## src/rtl/if_types.sv

```systemverilog
`default_nettype none
// ============================================================================
//  Module      : if_types
//  Description : Fetch-stage types. Holds the fetch state encoding and the
//                RV32I major opcode values.
//  Ports       : none (package)
//  Revision    : 1.0 - initial release
// ============================================================================
package if_types;

    // Explicit one-bit encoding for the fetch engine states
    typedef enum logic [0:0] {
        FETCH   = 1'b0,
        DISCARD = 1'b1
    } fetch_state_e;

    // RV32I major opcodes (instr[6:0])
    localparam logic [6:0] c_OPC_LUI      = 7'b0110111;
    localparam logic [6:0] c_OPC_AUIPC    = 7'b0010111;
    localparam logic [6:0] c_OPC_JAL      = 7'b1101111;
    localparam logic [6:0] c_OPC_JALR     = 7'b1100111;
    localparam logic [6:0] c_OPC_BRANCH   = 7'b1100011;
    localparam logic [6:0] c_OPC_LOAD     = 7'b0000011;
    localparam logic [6:0] c_OPC_STORE    = 7'b0100011;
    localparam logic [6:0] c_OPC_OP_IMM   = 7'b0010011;
    localparam logic [6:0] c_OPC_OP       = 7'b0110011;
    localparam logic [6:0] c_OPC_MISC_MEM = 7'b0001111;
    localparam logic [6:0] c_OPC_SYSTEM   = 7'b1110011;

endpackage
`default_nettype wire

```

## src/rtl/regfile_pkg.sv

```systemverilog
`default_nettype none
// ============================================================================
//  Module      : regfile_pkg
//  Description : Shared pipeline-boundary register types. Holds the IF/ID
//                word produced by the fetch unit and consumed by decode.
//  Ports       : none (package)
//  Revision    : 1.0 - initial release
// ============================================================================
package regfile_pkg;

    // Field order is {valid, pc, instr, i_imm, b_imm, j_imm}, MSB first
    typedef struct packed {
        logic        valid;
        logic [31:0] pc;
        logic [31:0] instr;
        logic [31:0] i_imm;
        logic [31:0] b_imm;
        logic [31:0] j_imm;
    } if_id_regfile;

endpackage
`default_nettype wire

```

## src/rtl/if_imm_gen.sv

```systemverilog
`default_nettype none
// ============================================================================
//  Module      : if_imm_gen
//  Description : Combinational RV32I immediate extraction. Produces the
//                sign-extended I, B and J format immediates of one word.
//                Shared between fetch and decode-side checks.
//  Ports       : instr  in  32  instruction word
//                i_imm  out 32  I-type immediate
//                b_imm  out 32  B-type immediate (byte offset, bit 0 = 0)
//                j_imm  out 32  J-type immediate (byte offset, bit 0 = 0)
//  Revision    : 1.0 - initial release
// ============================================================================
module if_imm_gen (
    input  logic [31:0] instr,
    output logic [31:0] i_imm,
    output logic [31:0] b_imm,
    output logic [31:0] j_imm
);

    // The opcode field carries no immediate bits in any of the three formats
    logic [6:0] w_unused_opcode;
    assign w_unused_opcode = instr[6:0];

    assign i_imm = {{20{instr[31]}}, instr[31:20]};

    // B: imm[12|10:5] in [31:25], imm[4:1|11] in [11:7]
    assign b_imm = {{19{instr[31]}}, instr[31], instr[7], instr[30:25],
                    instr[11:8], 1'b0};

    // J: imm[20|10:1|11|19:12] in [31:12]
    assign j_imm = {{11{instr[31]}}, instr[31], instr[19:12], instr[20],
                    instr[30:21], 1'b0};

endmodule
`default_nettype wire

```

## src/rtl/if_fetch_unit.sv

```systemverilog
`default_nettype none
// ============================================================================
//  Module      : if_fetch_unit
//  Description : IF-stage fetch engine. Owns the PC, runs the single
//                outstanding instruction-memory read handshake, and fills
//                the IF/ID word (with immediates) for decode. Accepts
//                redirects from ID and EXE and discards stale responses.
//                A one-entry skid buffer sits behind reg_out so a response
//                that lands while ID is stalled is never lost.
//  Config      : IF_PERF_CNT_EN - adds perf_fetched / perf_dropped /
//                perf_stalled 32-bit wrapping counters.
//  Ports       : clk, rst (async, active-high)
//                stall                     ID bubbling, hold reg_out
//                id_redirect/id_target     ID jump/branch redirect
//                exe_redirect/exe_target   EXE mispredict redirect
//                imem_read/imem_address    memory read request
//                imem_rdata/imem_resp      memory response
//                reg_out                   IF/ID word
//  Revision    : 1.0 - initial release
// ============================================================================
module if_fetch_unit
    import if_types::*;
    import regfile_pkg::*;
#(
    parameter logic [31:0] RESET_PC = 32'h0000_0060
) (
    input  logic         clk,
    input  logic         rst,
    input  logic         stall,
    input  logic         id_redirect,
    input  logic [31:0]  id_target,
    input  logic         exe_redirect,
    input  logic [31:0]  exe_target,
    output logic         imem_read,
    output logic [31:0]  imem_address,
    input  logic [31:0]  imem_rdata,
    input  logic         imem_resp,
    output if_id_regfile reg_out
`ifdef IF_PERF_CNT_EN
    ,
    output logic [31:0]  perf_fetched,
    output logic [31:0]  perf_dropped,
    output logic [31:0]  perf_stalled
`endif
);

    // ------------------------------------------------------------------
    // State
    // ------------------------------------------------------------------
    fetch_state_e r_state;
    logic [31:0]  r_pc;
    logic [31:0]  r_pend;      // redirect target waiting for the stale response
    logic         r_started;   // delays the first request to the cycle after reset
    if_id_regfile r_reg_out;
    if_id_regfile r_skid;      // r_skid.valid doubles as the skid-full flag

    // ------------------------------------------------------------------
    // Combinational control
    // ------------------------------------------------------------------
    logic         w_redir;
    logic [31:0]  w_target;
    logic         w_read;
    logic         w_resp;
    logic         w_capture;
    logic         w_drop;
    logic         w_free;
    logic [31:0]  w_i_imm;
    logic [31:0]  w_b_imm;
    logic [31:0]  w_j_imm;
    if_id_regfile w_cap_word;

    // EXE wins over both ID and stall; ID is ignored while stalled
    assign w_redir  = exe_redirect | (id_redirect & ~stall);
    assign w_target = exe_redirect ? exe_target : id_target;

    // A new request is only issued when the skid has room for its result,
    // so the single in-flight word can always land somewhere. In DISCARD
    // the stale request must be held until its response arrives.
    assign w_read   = r_started & ((r_state == DISCARD) | ~r_skid.valid);

    // Responses with no request outstanding are ignored
    assign w_resp    = imem_resp & w_read;
    assign w_capture = w_resp & (r_state == FETCH) & ~w_redir;
    assign w_drop    = w_resp & ~w_capture;

    // reg_out can take a new word unless it holds a valid word ID is stalling on
    assign w_free    = ~r_reg_out.valid | ~stall;

    if_imm_gen u_imm_gen (
        .instr (imem_rdata),
        .i_imm (w_i_imm),
        .b_imm (w_b_imm),
        .j_imm (w_j_imm)
    );

    always_comb begin
        w_cap_word       = '0;
        w_cap_word.valid = 1'b1;
        w_cap_word.pc    = r_pc;
        w_cap_word.instr = imem_rdata;
        w_cap_word.i_imm = w_i_imm;
        w_cap_word.b_imm = w_b_imm;
        w_cap_word.j_imm = w_j_imm;
    end

    // ------------------------------------------------------------------
    // Fetch FSM, PC and capture path
    // ------------------------------------------------------------------
    always_ff @(posedge clk or posedge rst) begin
        if (rst) begin
            r_state   <= FETCH;
            r_pc      <= RESET_PC;
            r_pend    <= RESET_PC;
            r_started <= 1'b0;
            r_reg_out <= '0;
            r_skid    <= '0;
        end else begin
            r_started <= 1'b1;

            case (r_state)
                FETCH: begin
                    if (w_resp) begin
                        // Same-cycle redirect drops the word and retargets
                        r_pc <= w_redir ? w_target : (r_pc + 32'd4);
                    end else if (w_redir) begin
                        if (w_read) begin
                            // Request in flight: keep address stable, drop it later
                            r_pend  <= w_target;
                            r_state <= DISCARD;
                        end else begin
                            // Nothing outstanding, retarget immediately
                            r_pc <= w_target;
                        end
                    end
                end
                DISCARD: begin
                    if (w_resp) begin
                        r_pc    <= w_redir ? w_target : r_pend;
                        r_state <= FETCH;
                    end else if (w_redir) begin
                        r_pend <= w_target;
                    end
                end
                default: r_state <= FETCH;
            endcase

            if (w_redir) begin
                r_reg_out.valid <= 1'b0;
                r_skid.valid    <= 1'b0;
            end else if (w_free) begin
                if (r_skid.valid) begin
                    // Older skid word goes first to preserve program order
                    r_reg_out    <= r_skid;
                    r_skid.valid <= w_capture;
                    if (w_capture) begin
                        r_skid <= w_cap_word;
                    end
                end else if (w_capture) begin
                    r_reg_out <= w_cap_word;
                end else if (!stall) begin
                    r_reg_out.valid <= 1'b0;
                end
            end else if (w_capture) begin
                r_skid <= w_cap_word;
            end
        end
    end

    assign imem_read    = w_read;
    assign imem_address = r_pc;
    assign reg_out      = r_reg_out;

    // ------------------------------------------------------------------
    // Optional performance counters
    // ------------------------------------------------------------------
`ifdef IF_PERF_CNT_EN
    logic [31:0] r_perf_fetched;
    logic [31:0] r_perf_dropped;
    logic [31:0] r_perf_stalled;

    always_ff @(posedge clk or posedge rst) begin
        if (rst) begin
            r_perf_fetched <= '0;
            r_perf_dropped <= '0;
            r_perf_stalled <= '0;
        end else begin
            if (w_capture) begin
                r_perf_fetched <= r_perf_fetched + 32'd1;
            end
            if (w_drop) begin
                r_perf_dropped <= r_perf_dropped + 32'd1;
            end
            if (!w_read) begin
                r_perf_stalled <= r_perf_stalled + 32'd1;
            end
        end
    end

    assign perf_fetched = r_perf_fetched;
    assign perf_dropped = r_perf_dropped;
    assign perf_stalled = r_perf_stalled;
`endif

endmodule
`default_nettype wire

```

## config.mk

```make
export PLATFORM = sky130hd
export DESIGN_NAME = if_fetch_unit
export DESIGN_NICKNAME = d
export VERILOG_FILES = /design/src/rtl/if_types.sv /design/src/rtl/regfile_pkg.sv /design/src/rtl/if_imm_gen.sv /design/src/rtl/if_fetch_unit.sv
export SDC_FILE = /design/constraint.sdc
export NUM_CORES = 1
export LEC_CHECK = 0
export ABC_AREA = 0
export CAP_MARGIN = 20
export CORE_MARGIN = 2
export CORE_UTILIZATION = 50
export CTS_CLUSTER_DIAMETER = 120
export DETAILED_ROUTE_END_ITERATION = 7
export PLACE_DENSITY = 0.78
export SYNTH_ARGS = -nofsm -noshare
export SYNTH_HDL_FRONTEND = slang
export SYNTH_HIERARCHICAL = 1
export SYNTH_SLANG_ARGS = --single-unit
```

## constraint.sdc

```tcl
create_clock -name clk -period 12.73 [get_ports clk]
set_input_delay 2.546 -clock clk [delete_from_list [all_inputs] [get_ports clk]]
set_output_delay 2.546 -clock clk [all_outputs]
set_load 0.005 [all_outputs]
```

==> metrics.md, run 1 <==
| Metric | Value |
|---|---|
| Cts repair resizes | 0 |
| Worst Hold Class | reg -> reg |
| Layout cells sized above 1 | 0.100 |
| Setup ws final | 7.15 ns |
| WL final | 43500 um |
| Dpl cells | 2195 |
| First-pass GRT wire length | 69300 um |
| Worst R2R Path Depth | 7 |
| Post-layout util | 0.618 |
| # setup viols final | 0 |
| Overflow after GRT | 0 |
| Hold depth | 2 |
| Max Cap Viol | 0 |
| Via density | 5.59 |
| Max FO, Critical Path | 160 |
| Bufs and invs on worst path | 2 |
| Overall power | 3.61 mW |
| Minimum clock period | 5.58 ns |
| Worst Setup End Kind | register |
| Yosys warnings | 6 |
| Slowest stage delay, CP | 0.68 ns |
| VDD IR max | 114 uV |
| Reg area | 0.00972 mm2 |
| RSZ-0062 raised after global routing | no |
| CTS sink cnt | 388 |
| Period utilisation layout | 0.438 |
| Finished Cell Area | 0.0221 mm2 |
| Cell row count | 69 |
| Worst EP required | 13.14 ns |
| Reg2reg start | r_state |
| Pleak | 9.76 nW |
| Setup Total Neg Slack | 0 ns |
| Arrival time worst endpoint | 5.99 ns |
| Rel. slew slack | 0.290 |
| CTS tree | done |
| Worst Setup Slack post-DPL | 6.39 ns |
| Skew-Pair Late Insertion Delay | 0.54 ns |
| Leading area contributor after synthesis | dfrtp_1 |
| Core ar. | 0.0357 mm2 |
| Multi-input logic area | 0.00725 mm2 |
| Vias in the first global route | 12700 |
| Hold buffer count at cts | 0 |
| Number of enable flip-flop cells after synthesis | 0 |
| GPL Wtd Cong | 0.878 |
| Worst-margin pin slew | 1.06 ns |
| CP Cell Sequence | clkdlybuf4s50_1 > nand2b_1 > and4_1 > nand2b_1 > nor2_4 > buf_12 > mux2_1 |
| Final ANT Viol Nets | 0 |
| Area grow syn2layout | 21.1% |
| FMAX | 179 MHz |
| Crit Path Category | in -> reg |
| Cell Count, Final, Fillers Out | 2275 |
| Initial antenna violation count | 1 |
| Fin nets | 1884 |
| Post-Syn Area | 0.0182 mm2 |
| Clock-pin slew on the worst setup and hold paths | 0.06 ns |
| Unique masters post-synth | 60 |
| HP Start | reg_out[130] |
| CTS Buffer Depth | 3 |
| Status | finished, final reports clean |
| Post-Synthesis Cells | 1626 |
| Top Ports | 296 |
| WL per Instance | 19.1 um |
| Clock Skew | 0.0108 ns |
| Pwr/cell area | 163 mW/mm2 |
| Hold EP | reg_out[130] |
| Initial Util | 0.510 |
| Seq cells post-synth | 388 |
| Die width | 195 um |
| Setup crit start kind | input port |
| Post-synth ARST share | 1.00 |
| Area of the die | 0.0380 mm2 |
| Worst R2R End | r_skid[154] |
| Average size of a mapped cell | 11.2 um2 |
| Synth area leaders | dfrtp_1, mux2i_1, mux2_1 |
| Pin count of the biggest net entering global routing | 161 |
| I/O Buffers | 295 |
| CTS Buf Count | 41 |
| GRT Resource Usage Total | 0.227 |
| Placed Area | 0.0206 mm2 |
| Vias | 12700 |
| H-tree depth | 2 |
| Final hold violations | 0 |
| Register area share after synthesis | 0.533 |
| Final Max Slew Viols | 0 |
| Drt initial violations | 806 |
| Post-synth top area share | 0.527 |
| CTS root buffer | clkbuf_16 |
| Detailed placement HPWL | 28500 um |
| Die Y | 195 um |
| Fill cell count | 2807 |
| Most frequent cell on the critical path | nand2b_1 |
| Post-CTS Setup Bufs | 0 |
| DR pass1 iterations | 6 |
| DRC errors left | 0 |
| FF-to-FF setup slack | 8.89 ns |
| Critical path's slowest cell | and4_1 |
| Most used DFF post-synth | dfrtp_1 |
| Hold Worst Slack | 0.474 ns |
| Top delay family on crit path | simple AND/OR/NAND/NOR gates |
[worst min-delay path: stages, from the launching register on]
cell     delay, ns
dfrtp_1       0.34
nand2_1       0.04
o21ai_0       0.06
[routing by layer]
layer,routed length (um),track usage
met1,18500,0.299
met5,0,0
met3,2770,0.0396
met4,1230,0.0741
met2,21000,0.383
[power by group]
group	internal (mW)	switching (mW)	total, mW
clock	0.696	0.490	1.19
sequential	1.46	0.184	1.64
combinational	0.453	0.323	0.776
[how the worst max path moves through the flow]
stage / start / end / slack (ns) / cells past startpoint
after floorplan: rst / imem_address[0] / 4.97 / 1
after global placement: exe_redirect / reg_out[86] / 6.61 / 9
after detailed placement: exe_redirect / reg_out[84] / 6.39 / 9
after CTS: exe_redirect / reg_out[70] / 6.92 / 9
after global routing: exe_redirect / reg_out[90] / 7.02 / 11
final: stall / r_skid[154] / 7.15 / 7
[cell usage in the layout, fill, tap and decap left out, types with 4 or more instances in the layout]
cell,n
a211oi_1,7
a21oi_1,44
a31oi_1,10
and3_1,11
buf_16,4
buf_4,16
clkbuf_1,13
clkbuf_16,41
clkbuf_8,6
clkdlybuf4s50_1,293
clkinv_2,8
dfrtp_1,383
dfstp_2,4
mux2_1,100
mux2_2,77
mux2_4,4
mux2i_1,186
nand2_1,221
nand2b_1,6
nand3_1,19
nand4_1,5
nor2_1,42
nor3_1,11
o211ai_1,6
o21ai_0,189
o21ai_1,21
o22a_1,4
o22ai_1,6
o31ai_1,5
[cell usage after synthesis (3+ instances only)]
cell / instances
dfstp_2: 4
a31oi_1: 10
nand2b_1: 6
a211o_1: 3
o21ai_0: 190
and3_1: 11
o21a_1: 3
a21oi_1: 44
clkbuf_1: 58
mux2_2: 77
a32oi_1: 3
o22a_1: 4
buf_4: 97
a211oi_1: 7
o22ai_1: 6
a21o_1: 3
mux2_1: 100
mux2_4: 4
nand4_1: 5
xor2_1: 3
nor3_1: 11
nand3_1: 19
nor2_1: 42
mux2i_1: 186
nor2b_1: 3
o31ai_1: 5
buf_2: 35
o311ai_0: 3
buf_6: 12
o211ai_1: 6
nand2_1: 221
o21ai_1: 20
inv_1: 4
dfrtp_1: 384
[sequential cells by signal, indices dropped and copies added, names as in the netlist]
name / cells
r_skid: 161
reg_out: 161
imem_address: 32
r_pend: 32
r_started: 1
r_state: 1
[layout make-up]
class / count / area share
Tap cell: 461 / 0.0261
Multi-Input combinational cell: 1030 / 0.328
Inverter: 4 / 0.000849
Timing Repair Buffer: 316 / 0.145
Clock inverter: 15 / 0.00798
Clock buffer: 60 / 0.0524
Antenna cell: 1 / 0.000113
Sequential cell: 388 / 0.440
[logic make-up (layout without fill, tap and decap cells)]
kind of cell,Yosys count,count (layout),share of synthesized area
muxes,367,367,0.215
and+or+nand+nor,334,334,0.0813
xor gates and xnor gates,3,3,0.00144
DFF,388,388,0.533
other,2,4,0.000412
adders and majority gates,1,1,0.000686
AOI/OAI and AO/OA,322,322,0.0986
buffers and inverters,209,395,0.0704
(Power assumes the default switching activity.)
==> inputs of run 2 (changes only) <==
==> constraint.sdc (replaced) <==
create_clock -name clk -period 4.72 [get_ports clk]
set_input_delay 0.944 -clock clk [delete_from_list [all_inputs] [get_ports clk]]
set_output_delay 0.944 -clock clk [all_outputs]
set_load 0.005 [all_outputs]
==> run 2 against run 1 <==
Effect of this change:
- register-to-register slack got worse by 7.5 ns
- clock-buffer cell count up 5
- sequential share of layout area rose by 0.065 points
- non-clock buffer count rose by 5
- wire length decreased by 0.79%
- largest power group unchanged
- clock power grew to 2.6 times the previous value
- largest cell class unchanged
- total power grew to 2.7 times the previous value
- clock skew grew 0.011 ns
- die area did not move
- final cell count is essentially flat
==> metrics.md, run 2 (synthesis results as in run 1) <==
| Metric | Value |
|---|---|
| Arrival time worst endpoint | 3.94 ns |
| WL per Instance | 19.0 um |
| Layout cells sized above 1 | 0.0998 |
| Pwr/cell area | 434 mW/mm2 |
| Max FO, Critical Path | 100 |
| Pleak | 9.74 nW |
| Met1 usage | 0.310 |
| Setup crit start kind | input port |
| H-tree depth | 2 |
| Status | finished, final reports clean |
| Worst EP required | 5.11 ns |
| CTS Buffer Depth | 3 |
| Crit Path Category | in -> reg |
| Die width | 195 um |
| Critical path's slowest cell | and4_1 |
| Leading cell type in the layout, fill and taps excluded | dfrtp_1 |
| Worst Setup End Kind | register |
| Drt initial violations | 779 |
| VDD IR max | 262 uV |
| I/O Buffers | 295 |
| DR pass1 iterations | 5 |
| Final hold violations | 0 |
| Leading cell types in the layout, fill and taps excluded | dfrtp_1, clkdlybuf4s50_1, nand2_1 |
| Worst R2R End | r_skid[44] |
| # setup viols final | 0 |
| Vias in the first global route | 12800 |
| Skew-Pair Late Insertion Delay | 0.52 ns |
| HP Start | reg_out[0] |
| Area grow syn2layout | 21.0% |
| Max Cap Viol | 0 |
| Pin count of the biggest net entering global routing | 235 |
| Core ar. | 0.0357 mm2 |
| Die Y | 195 um |
| Fin nets | 1889 |
| Overflow after GRT | 0 |
| Most frequent cell on the critical path | nand2b_1 |
| Hold Worst Slack | 0.475 ns |
| WL final | 43200 um |
| Cell row count | 69 |
| Final Max Slew Viols | 0 |
| Worst Hold Class | reg -> reg |
| Via density | 5.57 |
| Cts repair resizes | 0 |
| Worst R2R Path Depth | 6 |
| CTS root buffer | clkbuf_16 |
| RSZ-0062 raised after global routing | no |
| Hold buffer count at cts | 0 |
| Period utilisation layout | 0.752 |
| Post-CTS Setup Bufs | 0 |
| Initial antenna violation count | 0 |
| Minimum clock period | 3.55 ns |
| Area of the die | 0.0380 mm2 |
| GPL Wtd Cong | 0.886 |
| Post-layout util | 0.617 |
| CTS sink cnt | 388 |
| Hold depth | 2 |
| Rel. slew slack | 0.282 |
| Clock-pin slew on the worst setup and hold paths | 0.06 ns |
| Reg2reg start | r_state |
| CTS Buf Count | 41 |
| Initial Util | 0.510 |
| Vias | 12700 |
| GR Layer Usage met3 | 0.0377 |
| Final ANT Viol Nets | 0 |
| DRC errors left | 0 |
| CP Cell Sequence | clkdlybuf4s50_1 > nand2b_1 > and4_1 > nand2b_1 > nor2_4 > buf_12 > mux2_2 |
| Top Ports | 296 |
| Detailed placement HPWL | 28800 um |
| GRT Resource Usage Total | 0.228 |
| Top Usage Layer GRT | met2 |
| Met2 Resource Use GR | 0.375 |
| CTS tree | done |
| First-pass GRT wire length | 69900 um |
| FF-to-FF setup slack | 1.39 ns |
| Worst-margin pin slew | 1.08 ns |
| N_diodes | 0 |
| Slowest stage delay, CP | 0.56 ns |
| Clock Skew | 0.0215 ns |
| FMAX | 282 MHz |
| Hold EP | reg_out[0] |
==> run 2: changes by cell type in the layout (fill, tap and decap cells not counted), sizes merged <==
cell	previous run	this run
inv	6	4
buf	23	28
clkinv	9	4
bufinv	3	0
clkbuf	60	65
diode	1	0
==> run 2: metrics by stage <==
stage                     cell area, um2  instances  power, mW  setup slack (ns)  setup TNS (ns)
after detailed placement           20800       2204       6.59             0.741               0
final                              22100       2274       9.57              1.17               0
after global placement             20800       2204       6.52             0.842               0
after global routing               22100       2274       10.1              1.07               0
after floorplan                    18200       1627       5.22             -1.44         -552.47
after CTS                          22100       2274       9.67              1.27               0
==> run 2: worst max-delay path, delay by kind of cell <==
kind                   cells  cell delay, ns
multiplexers               1            0.41
AND/OR/NAND/NOR            4            1.49
buffers and inverters      2            0.90
==> run 2: cell type report <==
cell class	instances	area, um2
sequential	388	9720
clock inverter	5	32.5
multi-input combinational	1030	7250
clock buffer	65	1240
timing repair buffer	321	3230
fill	2864	13700
inverter	4	18.8
tap	461	577
==> run 2: worst max path at each step <==
stage / start / end / slack [ns]
5_1_grt: stall / r_skid[78] / 1.07
3_5_place_dp: stall / r_skid[76] / 0.74
3_3_place_gp: stall / r_skid[75] / 0.84
4_1_cts: stall / r_skid[34] / 1.27
2_1_floorplan: rst / imem_address[0] / -1.44
6_report: stall / r_skid[44] / 1.17
==> run 2: routing by layer <==
metal | routed length [um] | part of all wire | up-vias
li1 | - | - | 5933
met1 | 18500 | 0.43 | 6212
met2 | 20600 | 0.48 | 448
met3 | 2770 | 0.064 | 83
met4 | 1250 | 0.029 | 0
met5 | 0 | 0 | -
==> run 2: where the power goes <==
group / switching [mW] / internal (mW)
Combinational: 0.865 / 1.22
Sequential: 0.499 / 3.94
Clock: 1.26 / 1.79
Total: 2.62 / 6.95
